===== src/rtl/gcd_pkg.sv =====
// Shared definitions for the iterative subtractive GCD engine.
package gcd_pkg;

   localparam int unsigned GCD_WIDTH = 4;

   typedef enum logic {
      StIdle = 1'b0,
      StCalc = 1'b1
   } state_e;

endpackage


===== src/rtl/gcd_datapath.sv =====
// Working registers x/y with the compare/subtract step of the subtractive GCD.
module gcd_datapath
   import gcd_pkg::*;
#(
   parameter int unsigned WIDTH = GCD_WIDTH
) (
   input  logic             i_clk,
   input  logic             i_rst_n,
   input  logic             i_load,
   input  logic             i_step,
   input  logic [WIDTH-1:0] i_a,
   input  logic [WIDTH-1:0] i_b,
   output logic             o_done,
   output logic [WIDTH-1:0] o_result
);

   logic [WIDTH-1:0] r_x;
   logic [WIDTH-1:0] r_y;
   logic             w_x_zero;
   logic             w_y_zero;
   logic             w_eq;
   logic             w_gt;

   always_comb begin
      w_x_zero = (r_x == '0);
      w_y_zero = (r_y == '0);
      w_eq     = (r_x == r_y);
      w_gt     = (r_x > r_y);
      o_done   = w_x_zero | w_y_zero | w_eq;
      // x==0 yields y; y==0 and x==y both yield x.
      o_result = w_x_zero ? r_y : r_x;
   end

   always_ff @(posedge i_clk) begin
      if (!i_rst_n) begin
         r_x <= '0;
         r_y <= '0;
      end else if (i_load) begin
         r_x <= i_a;
         r_y <= i_b;
      end else if (i_step) begin
         if (w_gt) begin
            r_x <= r_x - r_y;
         end else begin
            r_y <= r_y - r_x;
         end
      end
   end

endmodule


===== src/rtl/gcd.sv =====
// GCD top: operand-change detector, IDLE/CALC control FSM and the result register.
module gcd
   import gcd_pkg::*;
#(
   parameter int unsigned WIDTH = GCD_WIDTH
) (
   input  logic             clk,
   input  logic             reset,
   input  logic [WIDTH-1:0] a,
   input  logic [WIDTH-1:0] b,
   output logic [WIDTH-1:0] gcd_val
);

   state_e           r_state;
   state_e           w_state_d;
   logic [WIDTH-1:0] r_a_q;
   logic [WIDTH-1:0] r_b_q;
   logic [WIDTH-1:0] r_gcd_val;
   logic             w_changed;
   logic             w_load;
   logic             w_step;
   logic             w_complete;
   logic             w_done;
   logic [WIDTH-1:0] w_result;

   assign w_changed = ({a, b} != {r_a_q, r_b_q});
   assign gcd_val   = r_gcd_val;

   always_comb begin
      w_state_d  = r_state;
      w_load     = 1'b0;
      w_step     = 1'b0;
      w_complete = 1'b0;
      case (r_state)
         StIdle: begin
            if (w_changed) begin
               w_load    = 1'b1;
               w_state_d = StCalc;
            end
         end
         StCalc: begin
            // A new operand pair aborts the running computation without a result.
            if (w_changed) begin
               w_load = 1'b1;
            end else if (w_done) begin
               w_complete = 1'b1;
               w_state_d  = StIdle;
            end else begin
               w_step = 1'b1;
            end
         end
         default: w_state_d = StIdle;
      endcase
   end

   always_ff @(posedge clk) begin
      if (!reset) begin
         r_state   <= StIdle;
         r_a_q     <= '0;
         r_b_q     <= '0;
         r_gcd_val <= '0;
      end else begin
         r_state <= w_state_d;
         if (w_load) begin
            r_a_q <= a;
            r_b_q <= b;
         end
         if (w_complete) begin
            r_gcd_val <= w_result;
         end
      end
   end

   gcd_datapath #(
      .WIDTH (WIDTH)
   ) u_datapath (
      .i_clk    (clk),
      .i_rst_n  (reset),
      .i_load   (w_load),
      .i_step   (w_step),
      .i_a      (a),
      .i_b      (b),
      .o_done   (w_done),
      .o_result (w_result)
   );

endmodule


===== config.mk =====
export PLATFORM = sky130hd
export DESIGN_NAME = gcd
export DESIGN_NICKNAME = d
export VERILOG_FILES = /design/src/rtl/gcd_pkg.sv /design/src/rtl/gcd_datapath.sv /design/src/rtl/gcd.sv
export SDC_FILE = /design/constraint.sdc
export NUM_CORES = 1
export LEC_CHECK = 0
export ABC_CLOCK_PERIOD_IN_PS = 2700
export CAP_MARGIN = 20
export CORE_UTILIZATION = 35
export CTS_CLUSTER_SIZE = 40
export DETAILED_ROUTE_END_ITERATION = 6
export PLACE_DENSITY = 0.52
export SYNTH_ARGS = -nofsm -noshare
export SYNTH_HDL_FRONTEND = slang
export SYNTH_SLANG_ARGS = --single-unit

===== constraint.sdc =====
create_clock -name clk -period 2.7 [get_ports clk]
set_input_delay 0.54 -clock clk [delete_from_list [all_inputs] [get_ports clk]]
set_output_delay 0.54 -clock clk [all_outputs]
set_load 0.02 [all_outputs]

==> reports/results.ini <==
[status]
status=finished clean

[clocking]
cts_hold_buf=0
clk_pin_slew_ns=0.11
clk_latency_ns=0.30
root_buffer=clkbuf_4
tritoncts=yes
clock_sinks=21
cts_buffers=3
htreeDepth=1
post-cts-setup-buffers=0
cts_resized=0
cts_buffer_depth=2

[timing]
slew_headroom_pct=65.0
max_freq_ghz=0.403
fin_crit_sh_pct=91.8
rsz0062_at_grt=no
fin_skew_ns=0.00334
fin_tns_setup_ns=0
worst-slew-pin-transition_ns=0.521
period_minus_slack_ns=2.48
drv_slew=0
hold_violations=0
setup_viol=0

[die]
die_area_um2=3610
fp.dieH_um=60.1
rows=20
coreArea_um2=3130
die_w_um=60.1
start_util_pct=37.8
io_pins=14

[detailed_routing]
routedWlPerCell_um=13.9
antenna_left=0
vias_per_cell=5.27
drt_wl_total_mm=2.69
dr.first_iter.drc_count=25
via_count=1023
firstDrtPassIters=4
drc=0

[worst_setup_path]
endpoint_kind=flip-flop
r2r_end=u_datapath.r_x[3]
rr_worst_depth=6
crit_required_ns=2.91
crit_fanout=5
setup.worst_path.start_class=flip-flop
crit_start=u_datapath.r_y[1]
critPathArrivalTime_ns=2.69
r2r_slack_ns=0.22
worstSetupPathType=reg2reg
reg2reg_from=u_datapath.r_y[1]

[logic_synthesis]
synth_ff_type=dfxtp_1
synth_area_um2=1180
async_reset_ff_share_pct=0
yosysSeqAreaShare_pct=35.6
yosys_warnings=0
synth_fp_nets=147
ys_ff_latch=21
post_synth_inst_count=128
synth_enable_flop_cells=0
ys_types=31
syn_area_per_cell_um2=9.23

[layout]
layout.nets=170
diodes=0
area_growth_pct=21.6
utilization_pct=45.9
stdcell_area_um2=1440
fin_cells=194
drive_gt1_share_pct=12.0

[pwr]
fin_total_pwr_uw=649
p_per_area_nw_per_um2=452
peakVddDrop_uv=252
leakage_uw=0.000583

[placement]
gp_congestion=0.894
place_hpwl_mm=2.15
place_area_um2=1410
dp_cells=190
io_buffers=13

[grt]
grt_max_degree=14
grt_pass1_vias=988
antenna_found_initial=0
grtUsageTotal_pct=16.9
overflow=0
grt_pass1_wl_mm=4.46

[worst_hold_path]
min_from=gcd_val[0]
hold_end=gcd_val[0]
hold_depth=2
hold_class=reg2reg

[flow_run]
cap_violations=0

-- stage by stage --
| step | worst slack (ns) | hold slack (ns) |
|---|---|---|
| finish | 0.221 | 0.548 |
| global route | 0.0517 | 0.600 |
| CTS | 0.228 | 0.556 |
| detailed placement | 0.275 | 0.540 |
| global placement | 0.328 | 0.534 |
| floorplan | 0.283 | 0.499 |
-- cell type report --
class                   instances  area [um2]
inverters                      14        52.6
fillers                       331        1690
well taps                      44        55.1
repair buffers                 22         198
clock buffers                   4        26.3
multi-input cells              89         684
flip-flops and latches         21         420
-- registers in the layout (all words and copies together) (netlist names) --
| name | flops |
|---|---|
| gcd_val | 4 |
| r_a_q | 4 |
| r_b_q | 4 |
| r_state | 1 |
| u_datapath.r_x | 4 |
| u_datapath.r_y | 4 |
-- where the power goes --
group	internal [uW]	total [uW]	leakage [uW]	switching (uW)
clock network	57.6	149	0.0000150	91.9
logic	75.3	164	0.000394	88.5
registers	324	336	0.000174	12.1
-- routing by layer --
| layer | vias to the layer above | part of all wire, % | global-route usage, % |
|---|---|---|---|
| met3 | 2 | 3.0 | 5.19 |
| met5 | - | 0 | 0 |
| met2 | 18 | 48 | 26.2 |
| met1 | 483 | 49 | 22.4 |
| met4 | 0 | 0.78 | 5.32 |
| li1 | 520 | - | - |
-- worst max-delay path by stage --
stage,end,slack (ns)
global route,u_datapath.r_x[3],0.05
floorplan,u_datapath.r_x[3],0.28
finish,u_datapath.r_x[3],0.22
global placement,u_datapath.r_x[3],0.33
CTS,u_datapath.r_x[3],0.23
detailed placement,u_datapath.r_x[3],0.27
-- critical path: stages (launching register included) --
cell and delay, ns:
dfxtp_1 0.42, inv_1 0.13, ha_1 0.35, and4_4 0.21, or4b_1 0.48, or4b_1 0.52
a311oi_1 0.28
-- cells by family (layout without fill, tap and decap cells) --
kind of cell             count (synthesis)  count (layout)  share of synthesized area, %
AO/OA/AOI/OAI                           41              41                          22.6
XOR/XNOR                                10              10                          7.42
adder cells (fa/ha/maj)                  9               9                          10.8
buffers and inverters                   18              40                          6.46
flip-flops                              21              21                          35.6
AND/OR/NAND/NOR                         29              29                          17.2
-- synth_stat cells (2+ instances only) --
master	instances	area share, %
or4b_1	2	1.7
a31oi_1	4	2.1
a311oi_1	8	5.9
nand3_1	5	2.1
and2_1	5	2.6
dfxtp_1	21	36
and3_1	3	1.6
o32ai_1	4	3.0
nand2_1	4	1.3
nor4_2	2	2.1
inv_1	13	4.1
nor4_1	2	1.1
o21ai_0	4	1.7
xor2_1	9	6.7
fa_1	2	3.4
ha_1	7	7.4
nand3b_1	2	1.3
a21oi_1	18	7.6
-- cells in the final DEF (no fill, tap or decap), types with 2 or more instances in the layout --
cell type,count
nand3b_1,2
nand2_1,4
fa_1,2
buf_4,9
a21oi_1,18
nand3_1,5
xor2_1,9
clkbuf_4,3
a31oi_1,4
nor4_1,2
clkdlybuf4s50_1,13
a311oi_1,8
and2_1,5
nor4_2,2
dfxtp_1,21
ha_1,7
or4b_1,2
inv_1,13
o21ai_0,4
o32ai_1,4
and3_1,3
Power figures use the tool's default switching activity.
